**config.mk**
```make
export PLATFORM = sky130hd
export DESIGN_NAME = pipe_stall_ctrl
export DESIGN_NICKNAME = d
export VERILOG_FILES = /design/src/rtl/pipe_stall_ctrl_pkg.sv /design/src/rtl/pipe_stall_ctrl_fwd_sel.sv /design/src/rtl/pipe_stall_ctrl.sv
export SDC_FILE = /design/constraint.sdc
export NUM_CORES = 1
export LEC_CHECK = 0
export BUFFER_PORTS_ARGS = -buffer_cell sky130_fd_sc_hd__buf_4
export CORE_UTILIZATION = 35
export CTS_BUF_LIST = sky130_fd_sc_hd__clkbuf_4 sky130_fd_sc_hd__clkbuf_8
export DETAILED_ROUTE_END_ITERATION = 10
export MAX_ROUTING_LAYER = met4
export PLACE_DENSITY_LB_ADDON = 0.15
export SLEW_MARGIN = 20
export SYNTH_ARGS = -nofsm -noshare
export SYNTH_HDL_FRONTEND = slang
export SYNTH_SLANG_ARGS = --single-unit
export TNS_END_PERCENT = 10
```
**constraint.sdc**
```tcl
create_clock -name clk -period 4.1 [get_ports clk]
set_input_delay 0.41 -clock clk [delete_from_list [all_inputs] [get_ports clk]]
set_output_delay 0.41 -clock clk [all_outputs]
set_load 0.02 [all_outputs]
```
**src/rtl/pipe_stall_ctrl_pkg.sv**
```systemverilog
// Shared pipeline encodings for the hazard / bus-wait controller:
// forward-select codes, the resultSrc load code and the freeze FSM states.
package pipe_stall_ctrl_pkg;

  localparam logic [1:0] FWD_RF = 2'b00;
  localparam logic [1:0] FWD_M  = 2'b10;
  localparam logic [1:0] FWD_W  = 2'b01;

  localparam logic [1:0] RES_LOAD = 2'b01;

  typedef enum logic [1:0] {
    ST_RUN  = 2'd0,
    ST_WAIT = 2'd1,
    ST_ERR  = 2'd2
  } stall_state_t;

endpackage

```
**src/rtl/pipe_stall_ctrl_fwd_sel.sv**
```systemverilog
// Single-operand forwarding select: the M stage result beats the W stage
// result, and register 0 is never forwarded.
module pipe_fwd_sel
  import pipe_stall_ctrl_pkg::*;
#(
  parameter int REG_W = 5
) (
  input  logic [REG_W-1:0] rs,
  input  logic [REG_W-1:0] m_rd,
  input  logic             m_reg_write,
  input  logic [REG_W-1:0] w_rd,
  input  logic             w_reg_write,
  output logic [1:0]       sel
);

  always_comb begin
    sel = FWD_RF;
    if (m_reg_write && (m_rd != '0) && (m_rd == rs)) begin
      sel = FWD_M;
    end else if (w_reg_write && (w_rd != '0) && (w_rd == rs)) begin
      sel = FWD_W;
    end
  end

endmodule

```
**src/rtl/pipe_stall_ctrl.sv**
```systemverilog
// Pipeline hazard and bus-wait controller: forwarding, load-use stall, branch
// flush, bus freeze and stall counter. PIPE_BUS_TIMEOUT_EN adds the bus watchdog.
module pipe_stall_ctrl
  import pipe_stall_ctrl_pkg::*;
#(
  parameter int REG_W    = 5,
  parameter int WAIT_MAX = 15,
  parameter int PERF_W   = 32
) (
  input  logic              clk,
  input  logic              reset_x,
  input  logic [REG_W-1:0]  Di_rs1,
  input  logic [REG_W-1:0]  Di_rs2,
  input  logic [REG_W-1:0]  Ei_rs1,
  input  logic [REG_W-1:0]  Ei_rs2,
  input  logic [REG_W-1:0]  Ei_rd,
  input  logic [REG_W-1:0]  Mi_rd,
  input  logic [REG_W-1:0]  Wi_rd,
  input  logic              Di_jal,
  input  logic [1:0]        Ei_prePCSrc,
  input  logic [1:0]        Ei_resultSrc,
  input  logic [1:0]        Mi_resultSrc,
  input  logic              Mi_regWrite,
  input  logic              Wi_regWrite,
  input  logic              Mi_memReq,
  input  logic              ACKI_n,
  input  logic              ACKD_n,
  output logic [1:0]        Eo_forwardIn1Src,
  output logic [1:0]        Eo_forwardIn2Src,
  output logic              Fo_stall,
  output logic              Do_stall,
  output logic              Eo_stall,
  output logic              Mo_stall,
  output logic              Do_flush,
  output logic              Eo_flush,
  output logic              Wo_flush,
  output logic              o_busErr,
  output logic [PERF_W-1:0] o_stallCnt
);

  if (WAIT_MAX < 1) begin : g_bad_wait_max
    $error("pipe_stall_ctrl: WAIT_MAX must be at least 1");
  end

  logic [1:0][REG_W-1:0] e_rs;
  logic [1:0][1:0]       fwd_sel;

  assign e_rs = {Ei_rs2, Ei_rs1};

  for (genvar gi = 0; gi < 2; gi++) begin : g_fwd
    pipe_fwd_sel #(.REG_W(REG_W)) u_fwd_sel (
      .rs          (e_rs[gi]),
      .m_rd        (Mi_rd),
      .m_reg_write (Mi_regWrite),
      .w_rd        (Wi_rd),
      .w_reg_write (Wi_regWrite),
      .sel         (fwd_sel[gi])
    );
  end

  stall_state_t      state_reg;
  logic [PERF_W-1:0] stall_cnt_reg;
  logic              bus_wait;
  logic              freeze;
  logic              load_use;
  logic              redirect;

  // A data ack only matters while M actually has an access in flight.
  assign bus_wait = ACKI_n | (Mi_memReq & ACKD_n);
  // Freeze is combinational so the cycle that first sees a wait already holds.
  assign freeze   = reset_x & ((state_reg == ST_ERR) | bus_wait);
  assign load_use = (Ei_resultSrc == RES_LOAD) && (Ei_rd != '0) &&
                    ((Ei_rd == Di_rs1) || (Ei_rd == Di_rs2));
  assign redirect = (Ei_prePCSrc != 2'b00);

`ifdef PIPE_BUS_TIMEOUT_EN
  localparam int WCNT_W = (WAIT_MAX < 2) ? 1 : $clog2(WAIT_MAX);
  logic [WCNT_W-1:0] wait_cnt_reg;
  logic              bus_err_reg;
  assign o_busErr = bus_err_reg;
`else
  assign o_busErr = 1'b0;
`endif

  always_ff @(posedge clk or negedge reset_x) begin
    if (!reset_x) begin
      state_reg <= ST_RUN;
`ifdef PIPE_BUS_TIMEOUT_EN
      wait_cnt_reg <= '0;
      bus_err_reg  <= 1'b0;
`endif
    end else begin
      case (state_reg)
        ST_RUN: begin
          if (bus_wait) state_reg <= ST_WAIT;
`ifdef PIPE_BUS_TIMEOUT_EN
          wait_cnt_reg <= '0;
`endif
        end
        ST_WAIT: begin
          // An ack arriving on the expiry cycle still wins over the watchdog.
          if (!bus_wait) begin
            state_reg <= ST_RUN;
          end
`ifdef PIPE_BUS_TIMEOUT_EN
          else if (wait_cnt_reg == WCNT_W'(WAIT_MAX - 1)) begin
            state_reg   <= ST_ERR;
            bus_err_reg <= 1'b1;
          end else begin
            wait_cnt_reg <= wait_cnt_reg + WCNT_W'(1);
          end
`endif
        end
        ST_ERR:  state_reg <= ST_ERR;
        default: state_reg <= ST_RUN;
      endcase
    end
  end

  always_ff @(posedge clk or negedge reset_x) begin
    if (!reset_x) begin
      stall_cnt_reg <= '0;
    end else if (freeze && !(&stall_cnt_reg)) begin
      stall_cnt_reg <= stall_cnt_reg + PERF_W'(1);
    end
  end

  assign o_stallCnt = stall_cnt_reg;

  // Hazard decisions are masked while frozen; E holds, so they re-present later.
  always_comb begin
    Eo_forwardIn1Src = FWD_RF;
    Eo_forwardIn2Src = FWD_RF;
    Fo_stall = 1'b0;
    Do_stall = 1'b0;
    Eo_stall = 1'b0;
    Mo_stall = 1'b0;
    Do_flush = 1'b0;
    Eo_flush = 1'b0;
    Wo_flush = 1'b0;
    if (freeze) begin
      Fo_stall = 1'b1;
      Do_stall = 1'b1;
      Eo_stall = 1'b1;
      Mo_stall = 1'b1;
      Wo_flush = 1'b1;
    end else if (reset_x) begin
      Eo_forwardIn1Src = fwd_sel[0];
      Eo_forwardIn2Src = fwd_sel[1];
      Fo_stall = load_use & ~redirect;
      Do_stall = load_use & ~redirect;
      Do_flush = redirect | Di_jal;
      Eo_flush = redirect | load_use;
    end
  end

  logic unused_ok;
  assign unused_ok = ^Mi_resultSrc;

endmodule

```
After elaboration in Yosys (flattened, before gate mapping). Index checks and enable logic that the tools add are counted.

Register bits: 34. Latch bits: 0. Bits in writable memories: 0. ROM bits: 0. Input bits: 49. Logic and storage cells: 58. Memories kept: 0.

$add $sub $neg: 1. $mul: 0. Divide/modulo/power cells: 0. Magnitude comparators: 0. Equal/unequal tests: 11. Shifts and indexed selects: 0. Multiplexer cells: 18. Bitwise logic cells: 8. Reductions and logical operators: 18.

Operator list (count): 32-bit by 1-bit adder with 32-bit output (second input constant) (1); 32-bit AND reduction (1); 5-bit equality test (6); 2-bit 2-to-1 mux (8); 5-bit nonzero test (3); 1-bit logical AND (9); 1-bit 2-to-1 mux (9); 2-bit case mux with 3 select lines (1); 2-bit by 1-bit equality test with 1-bit output (second input constant) (2); 2-bit != test (second input constant) (2); 1-bit OR (4); 1-bit bitwise AND (3); 2-bit equality test (second input constant) (1); 2-bit logical NOT (1); 2-bit AND reduction (1); 2-bit nonzero test (1); 1-bit logical NOT (1); 1-bit logical OR (1); 1-bit inverter (1).

Logic depth before layout (Yosys ltp). Gate-level depths: netlist of the first run.

Depth after elaboration: 7. Gate-level depth with buffers: 7.

Modules after synthesis. A second synthesis of the first run with hierarchy kept.

Cell total of the unflattened synthesis: 220. Area, all modules: 2158.3 µm².

By module, submodules not included: pipe_stall_ctrl (instances 1, cells an instance 180, area an instance 1855.5 µm², sequential area each 850.8 µm²); pipe_fwd_sel (instances 2, cells an instance 20, area an instance 151.4 µm², sequential area each 0.0 µm²).

Worst setup path after synthesis of the first run. No wires, ideal clock.

Path kind: reg-to-reg. Start point: register stall_cnt_reg[11] (netlist: o_stallCnt[11]). End point: register stall_cnt_reg[30] (netlist: o_stallCnt[30]). Setup time: 0.127 ns. Data arrival time: 2.036 ns. Data required time: 3.973 ns. Setup slack: 1.936 ns. Cell stages (with the launch flop): 6. Clock period less this slack: 2.164 ns. Path through: dfrtp_1 nand4_2 or4_4 nor4_4 and2_1 mux2_1.

Longest elaborated chain between the ends: 3. Elaborated cells on any way between the ends: 4. Those cells by class: add/sub: 1; reduce/logical: 3.

RTL lines: start: declaration (RTL line pipe_stall_ctrl.sv:62) `logic [PERF_W-1:0] stall_cnt_reg;`; start signal: assignment (RTL line pipe_stall_ctrl.sv:124) `stall_cnt_reg <= stall_cnt_reg + PERF_W'(1);`; parallel branches: the longest is 3 deep, another holds 32-bit by 1-bit adder with 32-bit output.

Parallel ways; which one is timed is not known. A chain may end at the register's enable or synchronous reset.

Worst setup path after layout of the first run.
Start point: register stall_cnt_reg[0] (netlist: o_stallCnt[0]). End point: register stall_cnt_reg[22] (netlist: o_stallCnt[22]).

The elaborated chain is that of the path after synthesis.

==> results of run 1 <==
-- worst paths after layout --
path | slack (ns) | from | endpoint | cells after the start
worst max-delay path | 1.78 | o_stallCnt[0] | o_stallCnt[22] | 6
worst min-delay path | 0.07 | reset_x | o_stallCnt[21] | 1
worst max register to register | 1.78 | o_stallCnt[0] | o_stallCnt[22] | 6
worst min register to register | 0.43 | state_reg[1] | state_reg[0] | 1
max in group asynchronous | 3.70 | reset_x | o_stallCnt[0] | 1
min in group clk | 0.43 | state_reg[1] | state_reg[0] | 1
-- placed cells by master, fill, tap and decap left out --
master                      instances
sky130_fd_sc_hd__nand2b_1           1
sky130_fd_sc_hd__nor4_1             7
sky130_fd_sc_hd__o31ai_1            1
sky130_fd_sc_hd__or4_4              1
sky130_fd_sc_hd__nand2_1           17
sky130_fd_sc_hd__o21ai_0            3
sky130_fd_sc_hd__mux2_1             1
sky130_fd_sc_hd__nand3_1           19
sky130_fd_sc_hd__nor2_1            10
sky130_fd_sc_hd__nor3_2             1
sky130_fd_sc_hd__and3_1             9
sky130_fd_sc_hd__a21oi_1            2
sky130_fd_sc_hd__clkbuf_4           2
sky130_fd_sc_hd__xor2_1            20
sky130_fd_sc_hd__and4_1             4
sky130_fd_sc_hd__o2111ai_1          1
sky130_fd_sc_hd__nor3_1             9
sky130_fd_sc_hd__buf_4             89
sky130_fd_sc_hd__ha_1               1
sky130_fd_sc_hd__or2_2              1
sky130_fd_sc_hd__mux2_4             1
sky130_fd_sc_hd__bufinv_16          1
sky130_fd_sc_hd__nor4_2             1
sky130_fd_sc_hd__clkbuf_8           5
sky130_fd_sc_hd__o21ai_1            1
sky130_fd_sc_hd__a21o_1             2
sky130_fd_sc_hd__or3_1              2
sky130_fd_sc_hd__nor2b_1            1
sky130_fd_sc_hd__xnor2_1           39
sky130_fd_sc_hd__and2_1             1
sky130_fd_sc_hd__dfrtp_1           34
sky130_fd_sc_hd__nand4_2            1
sky130_fd_sc_hd__and2b_1            1
sky130_fd_sc_hd__nand3b_1           1
sky130_fd_sc_hd__o22ai_1            1
sky130_fd_sc_hd__or4_1              3
sky130_fd_sc_hd__nand4_1           15
sky130_fd_sc_hd__inv_1              5
sky130_fd_sc_hd__conb_1             1
sky130_fd_sc_hd__nor4_4             2
-- area by class of cell --
type	instances	area share, %
Clock inverter	1	0.999
Tap cell	75	3.12
Sequential cell	34	28.3
Inverter	5	0.624
Clock buffer	7	2.79
Timing Repair Buffer	89	22.2
Multi-Input combinational cell	181	41.9
-- cell families after synthesis --
| logic type | share of synthesized area, % |
|---|---|
| AND/OR/NAND/NOR | 29.3 |
| multiplexers | 1.21 |
| other | 0.173 |
| flip-flops | 39.2 |
| adder cells (fa/ha/maj) | 0.577 |
| AO/OA/AOI/OAI | 3.12 |
| buffers and inverters | 2.60 |
| XOR/XNOR | 23.8 |
-- power groups by stage --
stage | logic, mW | clock network, mW | registers (mW)
detailed placement | 0.253 | 0 | 0.432
global placement | 0.251 | 0 | 0.430
global route | 0.271 | 0.341 | 0.434
floorplan | 0.0900 | 0 | 0.460
finish | 0.249 | 0.312 | 0.425
CTS | 0.254 | 0.323 | 0.426
-- per-layer routing --
metal	up-vias	part of all wire [%]	track usage (%)
li1	981	-	-
met1	928	43	21.0
met2	60	51	32.1
met3	9	4.8	3.52
met4	0	1.8	6.61
met5	-	0	-
-- through the flow --
step	power, mW	std cells	hold WS, ns	worst slack [ns]	utilization, %
after floorplan	0.549	226	0.114	1.94	-
after global placement	0.681	384	0.392	1.50	48.6
after detailed placement	0.685	384	0.395	1.49	48.6
after CTS	1.00	392	0.0856	1.73	50.5
after global routing	1.05	392	0.0986	1.49	50.5
final	0.987	392	0.0748	1.78	50.5
-- critical path, stage by stage, from the launching register on --
cell and delay, ns:
sky130_fd_sc_hd__dfrtp_1 0.43, sky130_fd_sc_hd__ha_1 0.25, sky130_fd_sc_hd__nand4_1 0.20, sky130_fd_sc_hd__nor4_1 0.12, sky130_fd_sc_hd__a21oi_1 0.81, sky130_fd_sc_hd__nand4_1 0.21
sky130_fd_sc_hd__xnor2_1 0.17
==> out/results.md, run 1 <==
| Parameter | Value | Unit |
|:---|:---|:---|
| Post-Route Setup TNS | 0 | ns |
| Number of placement rows | 28 | - |
| Path category of the worst min-delay check | input port to asynchronous set/reset pin | - |
| Buffer levels on the longest clock path | 2 | - |
| Worst slew pin tran | 1.00 | ns |
| Number of distinct library cells after synthesis | 38 | - |
| Root buffer cell | sky130_fd_sc_hd__clkbuf_8 | - |
| Part of the total power dissipated in combinational logic | 25.3 | % |
| Clock slew seen by the registers of the worst setup and hold paths | 0.07 | ns |
| Startpoint type of the worst setup path | register | - |
| Pleak | 1.41 | nW |
| Initial antenna violation count | 0 | - |
| Vias in the first global route | 2009 | - |
| Number of sinks on the clock net | 34 | - |
| Kind of end point of the critical path | register | - |
| Setup violations, final | 0 | - |
| Final Slew Violations | 0 | - |
| Crit Path Class | register to register | - |
| Max H-tree Level | 2 | - |
| Worst-case headroom to the max-slew limit | 33.1 | % |
| Synthesis-stage register bit count | 34 | - |
| Estimated wirelength of the detail-placed design | 4230 | um |
| Most frequent cell after synthesis | sky130_fd_sc_hd__xnor2_1 | - |
| Inserted Diodes | 0 | - |
| First-pass GRT wire length | 9090 | um |
| Chip Height | 80.7 | um |
| Unrepaired setup endpoints after global routing | false | - |
| Number of remaining DRC errors | 0 | - |
| Clock tree from TritonCTS | yes | - |
| Via total after detailed routing | 1978 | - |
| EDFF count, synth | 0 | - |
| Count of TritonRoute iterations in the first routing pass | 4 | - |
| DRT antenna net count | 0 | - |
| Share of layout cells above drive strength 1 | 33.1 | % |
| Net total in the final layout | 366 | - |
| Portion of total power attributed to sequential cells | 43.1 | % |
| Number of standard cells after synthesis | 226 | - |
| Mean instance size in the synthesized netlist | 9.59 | um2 |
| Total Wirelength | 5390 | um |
| Per-cell via count in the routed design | 5.05 | - |
| Avg WL per Cell | 13.8 | um |
| Max Clock Freq | 431 | MHz |
| Synthesized net count | 276 | - |
| Max reg flops | 32 | - |
| Net switching share of the total power | 30.2 | % |
| Yosys top cell area share | 39.2 | % |
| Buffers inserted during post-CTS setup optimization | 0 | - |
| Power share of the clock group | 31.7 | % |
| Most frequent cells after synthesis | sky130_fd_sc_hd__xnor2_1 (39), sky130_fd_sc_hd__dfrtp_1 (34), sky130_fd_sc_hd__xor2_1 (20) | - |
| Total routing usage reported by global routing | 18.5 | % |
| Final critical-path share of the clock period | 56.6 | % |
| Setup Skew | 0.0101 | ns |
| Number of buffers added on ports | 89 | - |
| Period minus WS final | 2.32 | ns |
| Most area-consuming cells after synthesis | sky130_fd_sc_hd__dfrtp_1 (39%), sky130_fd_sc_hd__xnor2_1 (16%), sky130_fd_sc_hd__xor2_1 (8.1%) | - |
| Max-cap violations | 0 | - |
| Area taken by multi-input logic gates | 1260 | um2 |
| Grt ovf | 0 | - |
| Die area | 6510 | um2 |
| Number of synthesis warnings | 0 | - |
| Sequential-to-total area share from yosys stat | 39.2 | % |
| Async S/R FF share, synth | 100 | % |
| Pwr/cell area | 328 | nW/um2 |
| Hold buffers post-CTS | 0 | - |
| I/O pins | 93 | - |
| Internal power consumption | 0.689 | mW |
| Filler cell count | 573 | - |
| Worst skew pair latency | 0.28 | ns |
| Count of final hold-check violations | 0 | - |
| Number of design-rule violations left by the first detailed-router iteration | 84 | - |
| Net Sw Power | 0.298 | mW |
| Area of the mapped netlist | 2170 | um2 |
| Register area | 851 | um2 |
| Synth-to-Final Area Change | 38.7 | % |
| Placer congestion estimate | 0.797 | - |
| Leading area contributor after synthesis | sky130_fd_sc_hd__dfrtp_1 | - |
| Post-detailed-placement cell area | 2890 | um2 |
| Largest fanout on the critical path | 13 | - |
| Number of buffers created by CTS | 5 | - |
| Final design area excluding fillers | 3010 | um2 |
| Data arrival time of the worst path | 2.48 | ns |
| Pin count of the biggest net entering global routing | 38 | - |
| Worst path required time | 4.26 | ns |
| Dominant synthesized flop cell | sky130_fd_sc_hd__dfrtp_1 | - |
| Status | completed | - |
| Post-CTS resize count | 0 | - |
| Die width | 80.7 | um |
| Core Area | 5960 | um2 |
| IR drop worst, VDD | 152 | uV |
| Initial core utilization | 36.4 | % |
No activity file was read; power rests on OpenSTA's default activity.
==> run 2: changes to the inputs <==
==> constraint.sdc (replaced) <==
create_clock -name clk -period 2.05 [get_ports clk]
set_input_delay 0.205 -clock clk [delete_from_list [all_inputs] [get_ports clk]]
set_output_delay 0.205 -clock clk [all_outputs]
set_load 0.02 [all_outputs]
==> run 2 against run 1 <==
Clock power grew 67%. Hold slack gained 0.23 ns. Worst setup slack got worse by 1.7 ns. Sequential power up 90%. Register-to-register slack got worse by 1.7 ns. Non-clock buffer count up 23. Via count is 3.4% higher. Critical path type unchanged. Highest routed layer unchanged.
==> out/results.md, run 2 (synthesis results as in run 1) <==
| Parameter | Value | Unit |
|:---|:---|:---|
| Met1 routed wirelength after detailed routing | 2570 | um |
| Die area | 6510 | um2 |
| Worst skew pair latency | 0.29 | ns |
| Final critical-path share of the clock period | 94.7 | % |
| DRT antenna net count | 0 | - |
| Most frequent cells in the layout | sky130_fd_sc_hd__buf_4 (110), sky130_fd_sc_hd__xnor2_1 (39), sky130_fd_sc_hd__dfrtp_1 (26) | - |
| Placer congestion estimate | 0.749 | - |
| Cell with the largest stage delay on the worst path | sky130_fd_sc_hd__or4_4 | - |
| Startpoint type of the worst setup path | register | - |
| Net Sw Power | 0.608 | mW |
| Buffer levels on the longest clock path | 2 | - |
| Crit Path Class | register to register | - |
| Net total in the final layout | 389 | - |
| Number of remaining DRC errors | 0 | - |
| Worst path required time | 2.22 | ns |
| Final-layout worst hold slack | 0.309 | ns |
| Cell-by-cell trace of the critical path | nand4_2 > or4_4 > nor4_4 > and2_1 > mux2_1 | - |
| Final worst setup slack | 0.108 | ns |
| Kind of end point of the critical path | register | - |
| Family of cells with the greatest summed delay on the critical path | simple AND/OR/NAND/NOR gates | - |
| Min-Delay Startpoint | ACKI_n | - |
| Count of TritonRoute iterations in the first routing pass | 4 | - |
| Synth-to-Final Area Change | 47.3 | % |
| Largest fanout on the critical path | 7 | - |
| Internal power consumption | 1.33 | mW |
| Number of placement rows | 28 | - |
| Status | completed | - |
| Chip Height | 80.7 | um |
| Max H-tree Level | 2 | - |
| Data arrival time of the worst path | 2.11 | ns |
| Pin count of the biggest net entering global routing | 19 | - |
| Count of final hold-check violations | 0 | - |
| Number of buffers created by CTS | 5 | - |
| Filler cell count | 589 | - |
| Avg WL per Cell | 13.5 | um |
| Share of layout cells above drive strength 1 | 40.6 | % |
| Part of the total power dissipated in combinational logic | 31.4 | % |
| Total routing usage reported by global routing | 19.1 | % |
| Clock slew seen by the registers of the worst setup and hold paths | 0.07 | ns |
| Root buffer cell | sky130_fd_sc_hd__clkbuf_8 | - |
| Core Area | 5960 | um2 |
| Max reg flops | 32 | - |
| Sum of met3 wire segment lengths after detailed routing | 236 | um |
| Die width | 80.7 | um |
| Total Wirelength | 5610 | um |
| Beginning of the worst register-to-register path | o_stallCnt[11] | - |
| Grt ovf | 0 | - |
| Setup violations, final | 0 | - |
| IR drop worst, VDD | 482 | uV |
| I/O pins | 93 | - |
| Met2 wire length | 2760 | um |
| Vias in the first global route | 2039 | - |
| Number of buffers added on ports | 89 | - |
| Most common library cell in the layout ignoring fill and taps | sky130_fd_sc_hd__buf_4 | - |
| First-pass GRT wire length | 9290 | um |
| Power share of the clock group | 26.9 | % |
| Inserted Diodes | 0 | - |
| Worst slack at placement | 0.100 | ns |
| Pwr/cell area | 607 | nW/um2 |
| Number of sinks on the clock net | 34 | - |
| Clock tree from TritonCTS | yes | - |
| Initial core utilization | 36.4 | % |
| Path category of the worst min-delay check | input port to register | - |
| Net switching share of the total power | 31.4 | % |
| Per-cell via count in the routed design | 4.93 | - |
| Estimated wirelength of the detail-placed design | 4580 | um |
| Max-cap violations | 0 | - |
| Number of design-rule violations left by the first detailed-router iteration | 77 | - |
| Total power consumption of the routed design | 1.94 | mW |
| Post-Route Setup TNS | 0 | ns |
| Pleak | 1.51 | nW |
| Setup Skew | 0.0105 | ns |
| Period minus WS final | 1.94 | ns |
| Critical path buffer and inverter count | 0 | - |
| Uppermost layer routed | met4 | - |
| Crit. Startpoint | o_stallCnt[11] | - |
| Slowest Stage Delay on Critical Path | 0.58 | ns |
| Final Slew Violations | 0 | - |
| Setup slack on the worst flop-to-flop path | 0.11 | ns |
| Initial antenna violation count | 0 | - |
| Portion of total power attributed to sequential cells | 41.6 | % |
| Max Clock Freq | 515 | MHz |
| Via total after detailed routing | 2046 | - |
-- run 2: final cells by class --
class | instances | area, um2 | share of cell area, %
inverters | 5 | 18.8 | 0.588
well taps | 75 | 93.8 | 2.94
flip-flops and latches | 34 | 861 | 26.9
repair buffers | 112 | 847 | 26.5
multi-input cells | 181 | 1280 | 40.0
clock buffers | 7 | 90.1 | 2.82
clock inverters | 1 | 5.00 | 0.157
-- run 2: worst paths after layout --
kind / end / cells past startpoint
setup / recovery: o_stallCnt[30] / 5
hold / removal: state_reg[0] / 3
setup reg to reg: o_stallCnt[30] / 5
hold reg to reg: state_reg[0] / 1
max in group asynchronous: o_stallCnt[20] / 3
min in group asynchronous: o_stallCnt[17] / 3
-- run 2: power groups by stage --
stage / clock, mW / combinational (mW) / sequential [mW]
finish: 0.522 / 0.609 / 0.806
global route: 0.565 / 0.668 / 0.818
CTS: 0.535 / 0.615 / 0.806
detailed placement: 0 / 0.613 / 0.817
global placement: 0 / 0.604 / 0.816
floorplan: 0 / 0.180 / 0.920
-- run 2: through the flow --
stage / instances / cell area [um2] / utilization (%)
global route: 415 / 3190 / 53.6
finish: 415 / 3190 / 53.6
floorplan: 226 / 2180 / -
detailed placement: 406 / 3070 / 51.5
global placement: 406 / 3070 / 51.5
CTS: 415 / 3170 / 53.3
-- run 2: per-layer routing --
layer	vias up	GRT usage, %
met5	-	-
met4	0	6.25
met3	6	3.41
met2	51	31.6
met1	962	23.6
li1	1027	-
-- run 2: worst min-delay path, delay by kind of cell --
kind,cells,cell delay [ns]
AND/OR/NAND/NOR,1,0.15
AO/OA/AOI/OAI,1,0.12
buffers and inverters,1,0.08
-- run 2: timing repair --
item | in CTS | in global routing
endpoints found under the hold margin | 34 | 0
buffers inserted | 0 | 0
resized for setup | 0 | 5
hold buffers | 1 | 0
endpoints found under the setup margin | 0 | 6
==> run 3: changes to the inputs <==
--- a/config.mk
+++ b/config.mk
@@ -6,6 +6,7 @@
 export NUM_CORES = 1
 export LEC_CHECK = 0
 export BUFFER_PORTS_ARGS = -buffer_cell sky130_fd_sc_hd__buf_4
+export CORE_MARGIN = 8
 export CORE_UTILIZATION = 35
 export CTS_BUF_LIST = sky130_fd_sc_hd__clkbuf_4 sky130_fd_sc_hd__clkbuf_8
 export DETAILED_ROUTE_END_ITERATION = 10
==> constraint.sdc (replaced) <==
create_clock -name clk -period 1.6 [get_ports clk]
set_input_delay 0.16 -clock clk [delete_from_list [all_inputs] [get_ports clk]]
set_output_delay 0.16 -clock clk [all_outputs]
set_load 0.02 [all_outputs]
==> run 3 against run 2 <==
The flow now finishes with violations (setup timing). Die area up 38%. Wire length up 21%. Via count up 9.7%. Total power up 38%. Non-clock buffer count up 47. Largest cell class unchanged. Largest power group unchanged.
==> out/results.md, run 3 (synthesis results as in run 1) <==
| Parameter | Value | Unit |
|:---|:---|:---|
| Status | finished with violations | - |
| Violations in the final reports | setup timing | - |
| Avg WL per Cell | 14.6 | um |
| Path category of the worst min-delay check | input port to register | - |
| Pin count of the biggest net entering global routing | 35 | - |
| Root buffer cell | sky130_fd_sc_hd__clkbuf_8 | - |
| Synth-to-Final Area Change | 70.4 | % |
| Post-Route Setup TNS | -3.85 | ns |
| Initial core utilization | 36.4 | % |
| Final critical-path share of the clock period | 113 | % |
| Per-cell via count in the routed design | 4.86 | - |
| Max H-tree Level | 2 | - |
| Count of final hold-check violations | 0 | - |
| DRT antenna net count | 0 | - |
| Total routing usage reported by global routing | 15.6 | % |
| Number of placement rows | 28 | - |
| IR drop worst, VDD | 495 | uV |
| Estimated wirelength of the detail-placed design | 5490 | um |
| Most frequent cells in the layout | sky130_fd_sc_hd__buf_4 (146), sky130_fd_sc_hd__xnor2_1 (39), sky130_fd_sc_hd__dfrtp_1 (22) | - |
| Via total after detailed routing | 2244 | - |
| Grt ovf | 0 | - |
| Chip Height | 94.7 | um |
| Max reg flops | 32 | - |
| Pwr/cell area | 722 | nW/um2 |
| Met2 wire length | 3400 | um |
| Total power consumption of the routed design | 2.67 | mW |
| I/O pins | 93 | - |
| Share of layout cells above drive strength 1 | 53.7 | % |
| Count of TritonRoute iterations in the first routing pass | 4 | - |
| Data arrival time of the worst path | 1.99 | ns |
| Number of buffers created by CTS | 5 | - |
| Number of remaining DRC errors | 0 | - |
| Initial antenna violation count | 0 | - |
| Buffer levels on the longest clock path | 2 | - |
| Kind of end point of the critical path | register | - |
| Pleak | 1.77 | nW |
| Crit Path Class | register to register | - |
| Total Wirelength | 6770 | um |
| Setup Skew | 0.00897 | ns |
| First-pass GRT wire length | 10700 | um |
| Core Area | 5960 | um2 |
| Period minus WS final | 1.81 | ns |
| Net total in the final layout | 436 | - |
| Most common library cell in the layout ignoring fill and taps | sky130_fd_sc_hd__buf_4 | - |
| Die area | 8970 | um2 |
| Number of sinks on the clock net | 34 | - |
| Max Clock Freq | 551 | MHz |
| Clock slew seen by the registers of the worst setup and hold paths | 0.07 | ns |
| Largest fanout on the critical path | 4 | - |
| Unrepaired setup endpoints after global routing | true | - |
| Inserted Diodes | 0 | - |
| Startpoint type of the worst setup path | register | - |
| Final worst setup slack | -0.215 | ns |
| Uppermost layer routed | met4 | - |
| Number of buffers added on ports | 89 | - |
| Worst slack at placement | -0.224 | ns |
| Utilization of the core after routing | 62.0 | % |
| Worst path required time | 1.78 | ns |
| Clock tree from TritonCTS | yes | - |
| Sum of met3 wire segment lengths after detailed routing | 383 | um |
| Worst skew pair latency | 0.29 | ns |
| Vias in the first global route | 2390 | - |
| Placer congestion estimate | 0.786 | - |
| Max-cap violations | 0 | - |
| Die width | 94.7 | um |
| Number of design-rule violations left by the first detailed-router iteration | 35 | - |
| Setup violations, final | 37 | - |
| Final Slew Violations | 0 | - |
| Met1 routed wirelength after detailed routing | 2900 | um |
==> run 3: routing by layer <==
layer	GRT usage, %	vias to the layer above
li1	-	1131
met1	17.3	1046
met2	26.6	61
met3	4.05	6
met4	4.81	0
met5	-	-
==> run 3: cell type report <==
cell class / count / area (um2)
sequential: 34 / 866
timing repair buffer: 159 / 1240
inverter: 5 / 18.8
clock inverter: 1 / 5.00
clock buffer: 7 / 90.1
tap: 75 / 93.8
fill: 525 / 2260
multi-input combinational: 181 / 1380
==> run 3: what timing repair did <==
action | 4_1_cts | 5_1_grt
resized for setup | 19 | 17
buffers inserted | 2 | 2
endpoints found under the setup margin | 43 | 43
pin swaps | 15 | 6
hold buffers | 1 | 0
cloned | 0 | 0
endpoints found under the hold margin | 34 | 0
==> run 3: per-stage QoR <==
step           hold WS, ns  std cells  cell area [um2]
3_5_place_dp         0.265        449             3420
2_1_floorplan       -0.136        226             2210
6_report             0.356        462             3690
5_1_grt              0.393        462             3690
3_3_place_gp         0.266        449             3420
4_1_cts              0.362        460             3620
==> run 3: final timing paths <==
path | start | endpoint | slack (ns) | depth (start not counted)
worst max-delay path | o_stallCnt[0] | o_stallCnt[30] | -0.21 | 6
worst min-delay path | ACKI_n | state_reg[0] | 0.36 | 4
worst max register to register | o_stallCnt[0] | o_stallCnt[30] | -0.21 | 6
worst min register to register | state_reg[1] | state_reg[0] | 0.51 | 2
max in group asynchronous | reset_x | o_stallCnt[10] | 0.75 | 3
min in group asynchronous | reset_x | o_stallCnt[1] | 0.53 | 3
==> run 3: worst max-delay path, cell delays in order (launching register included) <==
cell and delay (ns):
sky130_fd_sc_hd__dfrtp_1 0.37, sky130_fd_sc_hd__ha_2 0.21, sky130_fd_sc_hd__nand4_1 0.19, sky130_fd_sc_hd__buf_4 0.21, sky130_fd_sc_hd__nor4_4 0.26, sky130_fd_sc_hd__and2_4 0.18, sky130_fd_sc_hd__mux2_4 0.28
==> run 3: where the power goes <==
part,internal (mW),switching (mW)
sequential,0.949,0.0695
combinational,0.508,0.474
clock,0.364,0.302
total,1.82,0.845
